--- src/rtl/mux_scan_nx1.sv ---
// mux_scan_nx1: registered CH-to-1 mux with direct select or round-robin scan, valid/ready output.
// Define MUX_CH_MASK_EN to add the ch_mask input (per-channel enable for scan and direct select).
module mux_scan_nx1 #(
    parameter int CH   = 16,
    parameter int W    = 8,
    parameter int SELW = $clog2(CH)
) (
    input  logic            clk,
    input  logic            rst_n,
    input  logic            en,
    input  logic            mode,
    input  logic [SELW-1:0] sel,
    input  logic [CH*W-1:0] d,
`ifdef MUX_CH_MASK_EN
    input  logic [CH-1:0]   ch_mask,
`endif
    output logic [W-1:0]    y,
    output logic [SELW-1:0] y_ch,
    output logic            y_valid,
    input  logic            y_ready,
    output logic            err,
    output logic            wrap
);
    logic [W-1:0]    ch [CH];
    logic [CH-1:0]   mask;
    logic [W-1:0]    y_q, y_d;
    logic [SELW-1:0] y_ch_q, y_ch_d, ptr_q, ptr_d;
    logic            y_valid_q, y_valid_d, err_q, err_d, wrap_q, wrap_d;
    logic [SELW-1:0] cur, nxt, top;
    logic            any_en, sel_ok, load;

`ifdef MUX_CH_MASK_EN
    assign mask = ch_mask;
`else
    assign mask = '1;
`endif

    for (genvar g = 0; g < CH; g++) begin : g_ch
        assign ch[g] = d[g*W +: W];
    end

    function automatic logic [SELW-1:0] ring_add(input logic [SELW-1:0] a, input int k);
        return SELW'((int'(a) + k) % CH);
    endfunction

    // cur: first enabled channel at or after ptr; nxt: first enabled channel after cur.
    always_comb begin
        cur    = ptr_q;
        nxt    = ptr_q;
        top    = '0;
        any_en = 1'b0;
        for (int i = 0; i < CH; i++)
            if (mask[SELW'(i)]) begin
                top    = SELW'(i);
                any_en = 1'b1;
            end
        for (int k = CH - 1; k >= 0; k--)
            if (mask[ring_add(ptr_q, k)]) cur = ring_add(ptr_q, k);
        for (int k = CH; k >= 1; k--)
            if (mask[ring_add(cur, k)]) nxt = ring_add(cur, k);
    end

    assign sel_ok = (int'(sel) < CH) && mask[sel];
    assign load   = en && (!y_valid_q || y_ready) && (!mode || any_en);

    always_comb begin
        y_d       = y_q;
        y_ch_d    = y_ch_q;
        err_d     = err_q;
        ptr_d     = ptr_q;
        y_valid_d = y_valid_q && !y_ready;
        wrap_d    = 1'b0;
        if (load) begin
            y_valid_d = 1'b1;
            y_d       = mode ? ch[cur] : (sel_ok ? ch[sel] : '0);
            y_ch_d    = mode ? cur : sel;
            err_d     = !mode && !sel_ok;
            ptr_d     = mode ? nxt : ptr_q;
            wrap_d    = mode && (cur == top);
        end
    end

    always_ff @(posedge clk) begin
        if (!rst_n) begin
            y_q       <= '0;
            y_ch_q    <= '0;
            y_valid_q <= 1'b0;
            err_q     <= 1'b0;
            wrap_q    <= 1'b0;
            ptr_q     <= '0;
        end else begin
            y_q       <= y_d;
            y_ch_q    <= y_ch_d;
            y_valid_q <= y_valid_d;
            err_q     <= err_d;
            wrap_q    <= wrap_d;
            ptr_q     <= ptr_d;
        end
    end

    assign y       = y_q;
    assign y_ch    = y_ch_q;
    assign y_valid = y_valid_q;
    assign err     = err_q;
    assign wrap    = wrap_q;
endmodule

--- config.mk ---
export PLATFORM = sky130hd
export DESIGN_NAME = mux_scan_nx1
export DESIGN_NICKNAME = d
export VERILOG_FILES = /design/src/rtl/mux_scan_nx1.sv
export SDC_FILE = /design/constraint.sdc
export NUM_CORES = 1
export LEC_CHECK = 0
export BUFFER_PORTS_ARGS = -buffer_cell sky130_fd_sc_hd__clkbuf_2
export CAP_MARGIN = 40
export CORE_UTILIZATION = 50
export CTS_CLUSTER_DIAMETER = 150
export CTS_CLUSTER_SIZE = 28
export DETAILED_ROUTE_END_ITERATION = 8
export PLACE_DENSITY = 0.87
export SETUP_SLACK_MARGIN = 0.05
export SYNTH_ARGS = -nofsm -noshare
export SYNTH_HDL_FRONTEND = slang
export SYNTH_SLANG_ARGS = --single-unit
--- constraint.sdc ---
create_clock -name clk -period 2.7 [get_ports clk]
set_input_delay 0.54 -clock clk [delete_from_list [all_inputs] [get_ports clk]]
set_output_delay 0.54 -clock clk [all_outputs]
set_load 0.01 [all_outputs]
* Word level (Yosys, flattened, before mapping) *
Memories as Yosys holds them, arrays and structs flattened. A register that Yosys moved wholly into a read port is not among the register bits.
Index checks and enable logic that the tools add are counted.

storage, ports and cells
  ROM bits = 528
  flip-flop bits (word level) = 19
  memories = 33
  output and inout port bits = 15
  input port bits = 137
  word-level logic and storage cells = 197

operators by class
  eq/ne operators = 1
  bitwise gates (word level) = 2
  $lt $le $gt $ge = 35
  add/subtract/negate cells = 31
  muxes and demuxes = 77
  reduce and logical (&&, ||, !) cells = 12

memory list
  name              words  width  read ports  clocked after memory_dff  wr ports  line  text
  (no name shown)   16     1      1           0                         0         60    if (mask[ring_add(cur, k)]) nxt = ring_add(cur, k);
  (no name shown)   16     1      1           0                         0         60
  (no name shown)   16     1      1           0                         0         60
  (no name shown)   16     1      1           0                         0         60
  (no name shown)   16     1      1           0                         0         60
  (no name shown)   16     1      1           0                         0         60
  27 more memories  --     --     --          --                        --        --

operators with widths
  kind                                                                          count
  4-bit by 5-bit less-than comparator with 1-bit output, second input constant  33
  4-bit two-way mux                                                             35
  4-bit adder, second input constant                                            16
  8-bit binary-select mux with 4-bit select                                     2
  8-bit two-way mux                                                             6
  1-bit two-way mux                                                             34
  4-bit by 3-bit adder with 4-bit output, second input constant                 8
  4-bit by 2-bit adder with 4-bit output, second input constant                 4
  16-bit nonzero test                                                           1
  4-bit by 1-bit adder with 4-bit output, second input constant                 3
  5-bit >= comparator, second input constant                                    2
  4-bit NOT with 5-bit output                                                   2
  4-bit == test, second input constant                                          1
  1-bit logical AND                                                             4
  1-bit zero test                                                               4
  3-bit AND reduction                                                           1
  2-bit AND reduction                                                           1
  1-bit logical OR                                                              1

* Logic depth before layout (Yosys ltp) *
  depth in word-level cells = 40
  depth in mapped cells = 7
  depth with buffers taken out = 4

* Worst setup path before layout *
No wires, ideal clock.

  kind = input port to flip-flop
  start = input port sel[0]
  end = register y_q[6] (netlist: y[6])
  arrival = 1782 ps
  slack = 798 ps
  library setup time = 120 ps
  cell stages on the path = 6
  required time = 2580 ps
  path buffers = 2
  path through = buf_6 -> buf_12 -> mux4_2 -> a22oi_2 -> a31oi_1 -> o31a_1

between the ends
  longest elaborated chain between the ends = 6
  elaborated cells on any way between the ends = 8
  classes of those cells = 6 x mux; 1 x bitwise; 1 x memory

ends and longest elaborated chain
  what                                                  line  text
  start, declared                                       12    input logic [SELW-1:0] sel,
  4-bit NOT with 5-bit output (implied by the code)     75    y_d = mode ? ch[cur] : (sel_ok ? ch[sel] : '0);
  8-bit binary-select mux with 4-bit select             75
  8-bit two-way mux (implied by the code) (2 in a row)  75
  8-bit two-way mux * (2 in a row)                      75
  end signal, assigned                                  92    y_q <= y_d;
  end, declared                                         26    logic [W-1:0] y_q, y_d;

Mark *: on every way between the ends. The rest lies on a longest branch, timed or not. The select of a mux whose other input is x is not followed.
A chain may end at the register's enable or synchronous reset.

* Final worst setup path *
  start = register ptr_q[0]
  end = register y_q[2] (netlist: y[2])

between the ends
  longest elaborated chain between the ends = 24
  elaborated cells on any way between the ends = 66
  classes of those cells = 15 x add/sub; 35 x mux; 1 x bitwise; 15 x memory

ends and longest elaborated chain
  what                                                    line  text
  start, declared                                         27    logic [SELW-1:0] y_ch_q, y_ch_d, ptr_q, ptr_d;
  start signal, assigned                                  97    ptr_q <= ptr_d;
  4-bit adder                                             43    return SELW'((int'(a) + k) % CH);
  memory 16 x 1 bit                                       --
  1-bit two-way mux (implied by the code)                 58    if (mask[ring_add(ptr_q, k)]) cur = ring_add(ptr_q, k);
  4-bit two-way mux (15 in a row)                         58
  4-bit two-way mux *                                     58
  4-bit NOT with 5-bit output (implied by the code) *     75
  8-bit binary-select mux with 4-bit select *             75
  8-bit two-way mux (implied by the code) * (2 in a row)  75
  8-bit two-way mux *                                     75

Marks and branches as above.

==> reports/metrics.cfg <==
[synthesis]
synth_cell_types = 36
asyncSetResetFlopFracSynth_pct = 0
yosys_warnings = 0
synth_area_leader_cell = mux4_2
yosys_most_used_dff = dfxtp_1
synth_cells = 251
yosysMostFrequentCell = mux4_2
yosys-top-cells-area = mux4_2 36%, mux4_1 13%, dfxtp_1 12%
syn_area_per_cell_um2 = 11.63
synth_edf_count = 0
synthTopCellsByCount = 47 x mux4_2, 18 x dfxtp_1, 16 x mux2i_1
syn-cell-area_mm2 = 0.002920
syn_nets = 389
synth-seq-area-share_pct = 12.34
ys_seq_elements = 18
synth.top_cell.area_share_pct = 36.25

[detailed_routing]
drt_first_iter_violations = 215
via_per_inst = 6.502
vias = 2965
ant_nets = 0
routedWlPerCell_um = 19.41
first_pass_iters = 4
drt_wl_total_mm = 8.850
drc = 0

[floorplan]
die_y_um = 78.43
die_w_um = 78.43
row_count = 27
initial_core_util_pct = 52.39
core-area_mm2 = 0.005574
num_io_pins = 152
die_area_mm2 = 0.006150

[cts]
clkSinkCount = 18
clk_latency_ns = 0.26
clock_path_buffers = 2
clockRootBuffer = clkbuf_8
cts_tree = built
post_cts_resized = 0
htreeDepth = 1
post_cts_buffers = 0
cts_made_buffers = 3
clkTransAtPathRegs_ns = 0.07
cts_hold_buffers = 0

[final_layout]
area_growth_pct = 27.34
antenna_cells = 0
nets = 523
drive_gt1_share_pct = 57.03
final_area_mm2 = 0.003719
final_core_util_pct = 66.71

[timing]
worst_hold_slack_ns = 0.5070
fin_crit_ns = 2.187
slew_headroom_pct = 42.76
fmax_mhz = 457.3
worst_slew_pin_slew_ns = 0.8586
hold_viol = 0
rsz0062_at_grt = no
slew_viol_final = 0
fin_tns_setup_ns = 0
setup_viol = 0
period_share_pct = 81.00
skew_ns = 0.002866

[power]
seq_power_share_pct = 30.4
p_per_area_mw_per_mm2 = 273.9
netSwitchingFraction_pct = 31.75
power_frac_comb_pct = 47.2
leakage_nw = 1.640
p_switching_mw = 0.3234
clkPwrFrac_pct = 22.4
ir_drop_mv = 0.2253
p_int_mw = 0.6951

[setup_path]
end_kind = flip-flop
crit_path_start_kind = flip-flop
path_class = flip-flop to flip-flop
cp_data_required_time_ns = 2.85
cp_max_fo = 27
worstPathArrival_ns = 2.34

[global_route]
grt_pass1_wl_mm = 13.99
gr-total-overflow = 0
grt.total_usage_pct = 29.28
grt_pass1_vias = 2992
grt_antenna_before_repair = 0
grt_max_degree = 35

[flow_run]
maxCapViolCount = 0

[place]
placed_cell_area_mm2 = 0.003664
finalWeightedCongestion = 0.9341
numPortBuffers = 150
detailed_place_hpwl_mm = 6.850

[worst_hold_path]
hold_path_class = flip-flop to flip-flop

[run_status]
status = completed

## per-stage QoR
step                setup slack [ns]  instances  total power [mW]
finish                        0.5131        456             1.018
global route                  0.3603        456             1.076
CTS                           0.4975        456             1.023
detailed placement            0.3358        452            0.7926
global placement              0.4074        452            0.7818
floorplan                     0.7980        251            0.6156
## metal layers
metal | global-route usage [%] | up-vias | wire [um]
met2 | 52.89 | 173 | 4691
li1 | - | 1325 | -
met4 | 6.481 | 0 | 89
met5 | 0 | - | 0
met3 | 4.070 | 15 | 694
met1 | 37.16 | 1452 | 3375
## power by group through the flow
stage | Combinational (mW) | Sequential, mW | Clock, mW
after CTS | 0.478 | 0.310 | 0.234
final | 0.481 | 0.310 | 0.228
after global placement | 0.466 | 0.316 | 0
after global routing | 0.515 | 0.315 | 0.246
after floorplan | 0.310 | 0.306 | 0
after detailed placement | 0.476 | 0.317 | 0
## flip-flops by register name, indices dropped and copies added (netlist names)
| signal | flops |
|---|---|
| y | 8 |
| y_valid | 1 |
| ptr_q | 4 |
| y_ch | 4 |
| wrap | 1 |
## cell type report
class                   instances  area [um^2]
well taps                      72        90.09
inverters                      12        45.04
clock buffers                   4        55.05
fillers                       437         1856
repair buffers                159        843.3
flip-flops and latches         18        362.8
multi-input cells             191         2322
## logic make-up (layout without fill, tap and decap cells)
| kind of cell | count (synthesis) | in the layout | synth area share (%) |
|---|---|---|---|
| multiplexers | 78 | 78 | 55.18 |
| adder cells (fa/ha/maj) | 1 | 1 | 0.4284 |
| buffers and inverters | 42 | 175 | 8.140 |
| AO/OA/AOI/OAI | 42 | 42 | 11.23 |
| AND/OR/NAND/NOR | 66 | 66 | 11.65 |
| XOR/XNOR | 3 | 3 | 0.8999 |
| other | 1 | 1 | 0.1284 |
| flip-flops | 18 | 18 | 12.34 |
## worst max-delay path: stages, from the launching register on
cell and delay, ns:
dfxtp_2 0.90, mux4_2 0.59, a21boi_0 0.21, nor4_1 0.08
o31a_1 0.29
## worst paths after layout
| kind | start | slack, ns | end | cells after the start |
|---|---|---|---|---|
| max | ptr_q[0] | 0.51 | y[2] | 4 |
| min | y_ch[0] | 0.51 | y_ch[0] | 1 |
| max reg2reg | ptr_q[0] | 0.51 | y[2] | 4 |
| min reg2reg | y_ch[0] | 0.51 | y_ch[0] | 1 |
## layout by cell type, fill, tap and decap left out, types with 4 or more instances in the layout
master / Yosys / final
mux4_2: 47 / 47
nor4_1: 4 / 4
o31a_1: 8 / 8
o211a_1: 4 / 4
clkbuf_8: 0 / 4
dfxtp_1: 18 / 16
o22ai_1: 14 / 14
mux2i_1: 16 / 16
nand3_1: 8 / 8
clkbuf_2: 0 / 150
mux4_1: 14 / 14
nor2b_1: 4 / 4
nand2b_1: 7 / 7
and2_1: 5 / 5
a31oi_1: 4 / 4
nor2_1: 6 / 6
a21boi_0: 4 / 4
nand2_1: 15 / 15
buf_4: 6 / 7
nor3_1: 12 / 12
inv_1: 11 / 11
Power figures use the tool's default switching activity.
